### src/rtl/cpu_control_unit.sv
// Multi-cycle control unit for the 8-bit accumulator CPU.
// A state register steps through fetch, decode and execute.
// Datapath controls are decoded from the current state.
// In BRZ_5 the decode also uses the Z flag from CCR_Result.
module cpu_control_unit (
   input  logic       Clk,
   input  logic       Reset,
   input  logic [7:0] IR,
   input  logic [3:0] CCR_Result,
   output logic       IR_Load,
   output logic       MAR_Load,
   output logic       PC_Load,
   output logic       PC_Inc,
   output logic       A_Load,
   output logic       B_Load,
   output logic       CCR_Load,
   output logic [2:0] ALU_Sel,
   output logic [1:0] Bus1_Sel,
   output logic [1:0] Bus2_Sel,
   output logic       write
);

   typedef enum logic [5:0] {
      FETCH_0, FETCH_1, FETCH_2, DECODE_3,
      LDA_IMM_4, LDA_IMM_5, LDA_IMM_6,
      LDA_DIR_4, LDA_DIR_5, LDA_DIR_6, LDA_DIR_7, LDA_DIR_8,
      STA_DIR_4, STA_DIR_5, STA_DIR_6, STA_DIR_7,
      LDB_IMM_4, LDB_IMM_5, LDB_IMM_6,
      LDB_DIR_4, LDB_DIR_5, LDB_DIR_6, LDB_DIR_7, LDB_DIR_8,
      STB_DIR_4, STB_DIR_5, STB_DIR_6, STB_DIR_7,
      ADD_IMM_4, ADD_IMM_5, ADD_IMM_6, ADD_IMM_7,
      ADD_AB_4, SUB_AB_4, AND_AB_4, OR_AB_4,
      BRA_4, BRA_5, BRA_6,
      BRZ_4, BRZ_5, BRZ_6,
      HALT
   } state_t;

   state_t r_state;

   // State sequencing: reset aborts any instruction, decode dispatches on IR
   always_ff @(posedge Clk or negedge Reset) begin
      if (!Reset) begin
         r_state <= FETCH_0;
      end else begin
         case (r_state)
            FETCH_0:   r_state <= FETCH_1;
            FETCH_1:   r_state <= FETCH_2;
            FETCH_2:   r_state <= DECODE_3;
            DECODE_3: begin
               case (IR)
                  8'h01:   r_state <= LDA_IMM_4;
                  8'h02:   r_state <= LDA_DIR_4;
                  8'h03:   r_state <= STA_DIR_4;
                  8'h04:   r_state <= LDB_IMM_4;
                  8'h05:   r_state <= LDB_DIR_4;
                  8'h06:   r_state <= STB_DIR_4;
                  8'h11:   r_state <= ADD_IMM_4;
                  8'h42:   r_state <= ADD_AB_4;
                  8'h43:   r_state <= SUB_AB_4;
                  8'h44:   r_state <= AND_AB_4;
                  8'h45:   r_state <= OR_AB_4;
                  8'h20:   r_state <= BRA_4;
                  8'h30:   r_state <= BRZ_4;
                  8'hFF:   r_state <= HALT;
                  default: r_state <= FETCH_0;
               endcase
            end
            LDA_IMM_4: r_state <= LDA_IMM_5;
            LDA_IMM_5: r_state <= LDA_IMM_6;
            LDA_DIR_4: r_state <= LDA_DIR_5;
            LDA_DIR_5: r_state <= LDA_DIR_6;
            LDA_DIR_6: r_state <= LDA_DIR_7;
            LDA_DIR_7: r_state <= LDA_DIR_8;
            STA_DIR_4: r_state <= STA_DIR_5;
            STA_DIR_5: r_state <= STA_DIR_6;
            STA_DIR_6: r_state <= STA_DIR_7;
            LDB_IMM_4: r_state <= LDB_IMM_5;
            LDB_IMM_5: r_state <= LDB_IMM_6;
            LDB_DIR_4: r_state <= LDB_DIR_5;
            LDB_DIR_5: r_state <= LDB_DIR_6;
            LDB_DIR_6: r_state <= LDB_DIR_7;
            LDB_DIR_7: r_state <= LDB_DIR_8;
            STB_DIR_4: r_state <= STB_DIR_5;
            STB_DIR_5: r_state <= STB_DIR_6;
            STB_DIR_6: r_state <= STB_DIR_7;
            ADD_IMM_4: r_state <= ADD_IMM_5;
            ADD_IMM_5: r_state <= ADD_IMM_6;
            ADD_IMM_6: r_state <= ADD_IMM_7;
            BRA_4:     r_state <= BRA_5;
            BRA_5:     r_state <= BRA_6;
            BRZ_4:     r_state <= BRZ_5;
            BRZ_5: begin
               if (CCR_Result[2]) begin
                  r_state <= BRZ_6;
               end else begin
                  r_state <= FETCH_0;
               end
            end
            HALT:      r_state <= HALT;
            default:   r_state <= FETCH_0;
         endcase
      end
   end

   // Control decode: every output starts at its idle value, and each state sets only what it changes
   always_comb begin
      IR_Load  = 1'b0;
      MAR_Load = 1'b0;
      PC_Load  = 1'b0;
      PC_Inc   = 1'b0;
      A_Load   = 1'b0;
      B_Load   = 1'b0;
      CCR_Load = 1'b0;
      ALU_Sel  = 3'b000;
      Bus1_Sel = 2'b00;
      Bus2_Sel = 2'b00;
      write    = 1'b0;
      case (r_state)
         FETCH_0, LDA_IMM_4, LDA_DIR_4, STA_DIR_4, LDB_IMM_4, LDB_DIR_4,
         STB_DIR_4, ADD_IMM_4, BRA_4, BRZ_4: begin
            Bus1_Sel = 2'b00;
            Bus2_Sel = 2'b01;
            MAR_Load = 1'b1;
         end
         FETCH_1, LDA_IMM_5, LDA_DIR_5, STA_DIR_5, LDB_IMM_5, LDB_DIR_5,
         STB_DIR_5, ADD_IMM_5: begin
            PC_Inc = 1'b1;
         end
         FETCH_2: begin
            Bus2_Sel = 2'b10;
            IR_Load  = 1'b1;
         end
         LDA_IMM_6, LDA_DIR_8: begin
            Bus2_Sel = 2'b10;
            A_Load   = 1'b1;
         end
         LDB_IMM_6, LDB_DIR_8, ADD_IMM_6: begin
            Bus2_Sel = 2'b10;
            B_Load   = 1'b1;
         end
         LDA_DIR_6, STA_DIR_6, LDB_DIR_6, STB_DIR_6: begin
            Bus2_Sel = 2'b10;
            MAR_Load = 1'b1;
         end
         STA_DIR_7: begin
            Bus1_Sel = 2'b01;
            write    = 1'b1;
         end
         STB_DIR_7: begin
            Bus1_Sel = 2'b10;
            write    = 1'b1;
         end
         ADD_IMM_7, ADD_AB_4, SUB_AB_4, AND_AB_4, OR_AB_4: begin
            Bus1_Sel = 2'b10;
            Bus2_Sel = 2'b00;
            A_Load   = 1'b1;
            CCR_Load = 1'b1;
            case (r_state)
               SUB_AB_4: ALU_Sel = 3'b001;
               AND_AB_4: ALU_Sel = 3'b010;
               OR_AB_4:  ALU_Sel = 3'b011;
               default:  ALU_Sel = 3'b000;
            endcase
         end
         BRZ_5: begin
            // Z clear: step PC past the branch target operand
            if (CCR_Result[2]) begin
               PC_Inc = 1'b0;
            end else begin
               PC_Inc = 1'b1;
            end
         end
         BRA_6, BRZ_6: begin
            Bus2_Sel = 2'b10;
            PC_Load  = 1'b1;
         end
         default: begin
            PC_Inc = 1'b0;
         end
      endcase
   end

endmodule

### config.mk
export PLATFORM = sky130hd
export DESIGN_NAME = cpu_control_unit
export DESIGN_NICKNAME = d
export VERILOG_FILES = /design/src/rtl/cpu_control_unit.sv
export SDC_FILE = /design/constraint.sdc
export NUM_CORES = 1
export LEC_CHECK = 0
export ABC_AREA = 1
export CAP_MARGIN = 20
export CORE_UTILIZATION = 49
export CTS_CLUSTER_SIZE = 14
export DETAILED_ROUTE_END_ITERATION = 6
export MAX_ROUTING_LAYER = met4
export PLACE_DENSITY = 0.81
export SYNTH_ARGS = -nofsm -noshare
export SYNTH_HDL_FRONTEND = slang
export SYNTH_SLANG_ARGS = --single-unit
### constraint.sdc
create_clock -name Clk -period 1.55 [get_ports Clk]
set_input_delay 0.31 -clock Clk [delete_from_list [all_inputs] [get_ports Clk]]
set_output_delay 0.31 -clock Clk [all_outputs]
set_load 0.03 [all_outputs]
==> results of run 1 <==
-- Yosys cell counts --
cell type and instances:
nand2_1 83, nor2_1 41, nand3_1 31, inv_1 23, nand4_1 8, nor3_1 8
dfrtp_1 6, o21ai_0 6, a21oi_1 5, buf_4 2, inv_2 2, nor2_2 2
nor2_4 2, buf_6 1, conb_1 1, nand3_2 1, o211ai_1 1, or2_2 1
-- logic make-up after synthesis --
kind of cell | count (synthesis) | share of synthesized area, %
other | 1 | 0.341
AOI/OAI and AO/OA | 12 | 5.69
DFF | 6 | 13.7
and+or+nand+nor | 177 | 69.4
buffers and inverters | 28 | 10.9
-- metrics by stage --
stage / cells / util (%) / setup TNS [ns] / instance area [sq um] / hold WS [ns]
after detailed placement: 317 / 84.7 / -1.27 / 1730 / 0.569
after global placement: 317 / 84.7 / -0.789 / 1730 / 0.557
after floorplan: 224 / - / -0.101 / 1150 / 0.0144
==> impl_metrics.json, run 1 <==
{
  "yosys_warnings": 0,
  "preCtsSetupSlack_ns": -0.151,
  "synth_seq_area_share_pct": 13.7,
  "root_buffer": "clkbuf_4",
  "gp_congestion": 1.07,
  "post_cts_buffers": 13,
  "netlist_instances": 224,
  "dp_hpwl_um": 3470,
  "synth_area_leader_cell": "nand2_1",
  "die_w_um": 49.4,
  "port_buffers": 24,
  "cts_max_level": 1,
  "cts_resized": 57,
  "error": "[ERROR DPL-0033] detailed placement checks failed during check placement.",
  "syn-cell-area_sq_um": 1100,
  "io_pins": 29,
  "cts_buffer_depth": 2,
  "haltStage": "4_1_cts",
  "synth.top_cell.area_share_pct": 28.4,
  "syn_nets": 238,
  "numCtsBuffers": 3,
  "dieHeight_um": 49.4,
  "rows": 16,
  "cts_sinks": 6,
  "syn_avg_cell_area_sq_um": 4.90,
  "ctsHoldBuffers": 0,
  "ys_ff_latch": 6,
  "yosys.cell_types.count": 18,
  "start_util_pct": 53.8,
  "synth_area_leaders": "nand2_1 (28%), nand3_1 (14%), nor2_1 (14%)",
  "status": "did not finish"
}
==> run 2: changes to the inputs <==
--- a/config.mk
+++ b/config.mk
@@ -7,11 +7,10 @@
 export LEC_CHECK = 0
 export ABC_AREA = 1
 export CAP_MARGIN = 20
-export CORE_UTILIZATION = 49
-export CTS_CLUSTER_SIZE = 14
+export CORE_AREA = 2 2 63 65
 export DETAILED_ROUTE_END_ITERATION = 6
-export MAX_ROUTING_LAYER = met4
-export PLACE_DENSITY = 0.81
+export DIE_AREA = 0 0 65 67
+export PLACE_DENSITY_LB_ADDON = 0.15
 export SYNTH_ARGS = -nofsm -noshare
 export SYNTH_HDL_FRONTEND = slang
 export SYNTH_SLANG_ARGS = --single-unit
==> run 2 against run 1 <==
The flow now finishes, with violations (negative setup slack). Synthesized area did not move. Synthesized cell count did not move.
==> impl_metrics.json, run 2 <==
{
  "root_buffer": "clkbuf_8",
  "layout_setup_ws_ns": -0.329,
  "yosys_warnings": 0,
  "synth.top_cell.area_share_pct": 28.4,
  "die_w_um": 65,
  "viasPerCell": 4.78,
  "cts_max_level": 1,
  "synth_area_leader_cell": "nand2_1",
  "cts.clk_slew.worst_paths_ns": 0.04,
  "cts_sinks": 6,
  "io_pins": 29,
  "start_util_pct": 30.5,
  "ctsHoldBuffers": 0,
  "syn_avg_cell_area_sq_um": 4.90,
  "drc": 0,
  "p_leak_uw": 0.00124,
  "synthArstFlopShare_pct": 100,
  "numCtsBuffers": 3,
  "p_per_area_nw_per_um2": 1320,
  "grt_usage_pct": 20.0,
  "dieArea_sq_um": 4360,
  "cp-end-kind": "output pin",
  "rows": 22,
  "finalHoldViolations": 0,
  "dp_hpwl_um": 3240,
  "nets": 324,
  "crit_arrival_ns": 1.57,
  "fin_crit_ns": 1.88,
  "synthTopCellsByCount": "nand2_1 (83), nor2_1 (41), nand3_1 (31)",
  "regMostFlops": "r_state",
  "setup_viol_count_final": 18,
  "dieHeight_um": 67,
  "drv_slew": 0,
  "placed_cell_area_sq_um": 1800,
  "grt_pass1_wl_um": 6910,
  "startpoint_type": "flip-flop",
  "cts_buffer_depth": 2,
  "ir_drop_mv": 0.481,
  "dr.pass1.iters": 4,
  "synth_edf_count": 0,
  "gp_congestion": 0.999,
  "ys_ff_latch": 6,
  "syn_nets": 238,
  "port_buffers": 24,
  "grt-ovfl-total": 0,
  "hold_slack_ns": 0.318,
  "wire_per_inst_um": 12.1,
  "synth_flop_cell": "dfrtp_1",
  "worstSkewPairLatency_ns": 0.22,
  "violations": "negative setup slack",
  "final_layout_size_suffix_gt1_share_pct": 51.5,
  "routed_wl_um": 4310,
  "netlist_instances": 224,
  "diodes": 0,
  "crit_path_max_fanout": 6,
  "grt_max_degree": 13,
  "largest_reg_flops": 6,
  "synth_seq_area_share_pct": 13.7,
  "ant_nets": 0,
  "max-cap-violations": 0,
  "synth_area_leaders": "nand2_1 (28%), nand3_1 (14%), nor2_1 (14%)",
  "vias": 1705,
  "grt_pass1_vias": 1630,
  "layout_common_cells": "nand2_1 (62), buf_4 (54), nand3_1 (24)",
  "required_ns": 1.24,
  "status": "finished with violations",
  "mostFrequentLayoutCell": "nand2_1",
  "rsz0062_at_grt": "yes",
  "max_freq_mhz": 532,
  "syn-cell-area_sq_um": 1100,
  "holdCritPathClass": "in -> async",
  "cts_tree": "done",
  "fin_crit_sh_pct": 121,
  "critical_path_class": "reg -> out",
  "first_iter_violations": 91,
  "syn_to_final_growth_pct": 103,
  "core_area_sq_um": 3610,
  "fin_skew_ns": 0.00376,
  "yosys.cell_types.count": 18,
  "largestRegisters": "r_state x6",
  "synth.most_common_cell": "nand2_1",
  "antenna_found_initial": 0,
  "stdcell_area_sq_um": 2230,
  "power_uw": 2960
}
==> run 2: cell counts after synthesis <==
Identical to the previous run, type by type.
==> run 2: power by group <==
group	internal [uW]	total, uW	leakage (uW)	switching, uW
combinational	1040	2370	0.00115	1330
sequential	220	337	0.0000708	117
clock	177	250	0.0000228	72.2
==> run 2: repair_timing <==
action | 4_1_cts | 5_1_grt
gates resized for setup | 40 | 63
buffers inserted | 6 | 2
setup endpoints to repair | 18 | 20
pin swaps | 8 | 11
==> run 2: per-layer routing <==
metal  up-vias  global-route usage, %  wire, um
li1        890                      -         -
met2        53                   36.5      2290
met4         0                   8.24        74
met5         -                      0         0
met1       754                   24.5      1790
met3         8                  0.845       151
==> run 2: logic make-up (layout without fill, tap and decap cells) <==
family | count (synthesis) | in the layout | synth area share, %
other | 1 | 1 | 0.341
AO/OA/AOI/OAI | 12 | 12 | 5.69
AND/OR/NAND/NOR | 177 | 177 | 69.4
flip-flops | 6 | 6 | 13.7
buffers and inverters | 28 | 113 | 10.9
==> run 2: per-stage QoR <==
stage	setup TNS, ns	cells	utilization [%]	setup WS (ns)
floorplan	-0.101	224	-	-0.0409
finish	-3.35	357	62.0	-0.329
global placement	-1.01	345	49.8	-0.114
detailed placement	-1.08	345	49.8	-0.134
CTS	-3.02	355	55.2	-0.284
global route	-4.54	357	62.0	-0.396
==> run 2: worst max-delay path: stages (launching register included) <==
cell and delay, ns:
dfrtp_2 0.47, buf_6 0.15, nor2_2 0.16, nand3_1 0.18
nand2_2 0.14, nor2_4 0.06, nand3_2 0.07, buf_6 0.12
==> run 2: path summary, 6_finish.rpt <==
| path | slack (ns) | cells after the start | end | from |
|---|---|---|---|---|
| worst max-delay path | -0.33 | 7 | MAR_Load | r_state[1] |
| worst min-delay path | 0.32 | 1 | r_state[5] | Reset |
| worst max register to register | -0.17 | 11 | r_state[1] | r_state[1] |
| worst min register to register | 0.88 | 3 | r_state[2] | r_state[1] |
| max in group asynchronous | 1.01 | 1 | r_state[2] | Reset |
| min in group Clk | 0.88 | 3 | r_state[2] | r_state[1] |
==> run 2: final cells by class <==
| cell class | count | area (sq um) |
|---|---|---|
| clock buffers | 4 | 45.0 |
| multi-input cells | 190 | 1130 |
| inverters | 25 | 101 |
| well taps | 48 | 60.1 |
| fillers | 331 | 1370 |
| flip-flops and latches | 6 | 158 |
| repair buffers | 84 | 739 |
Note: power is estimated with default switching activity, not from simulation.
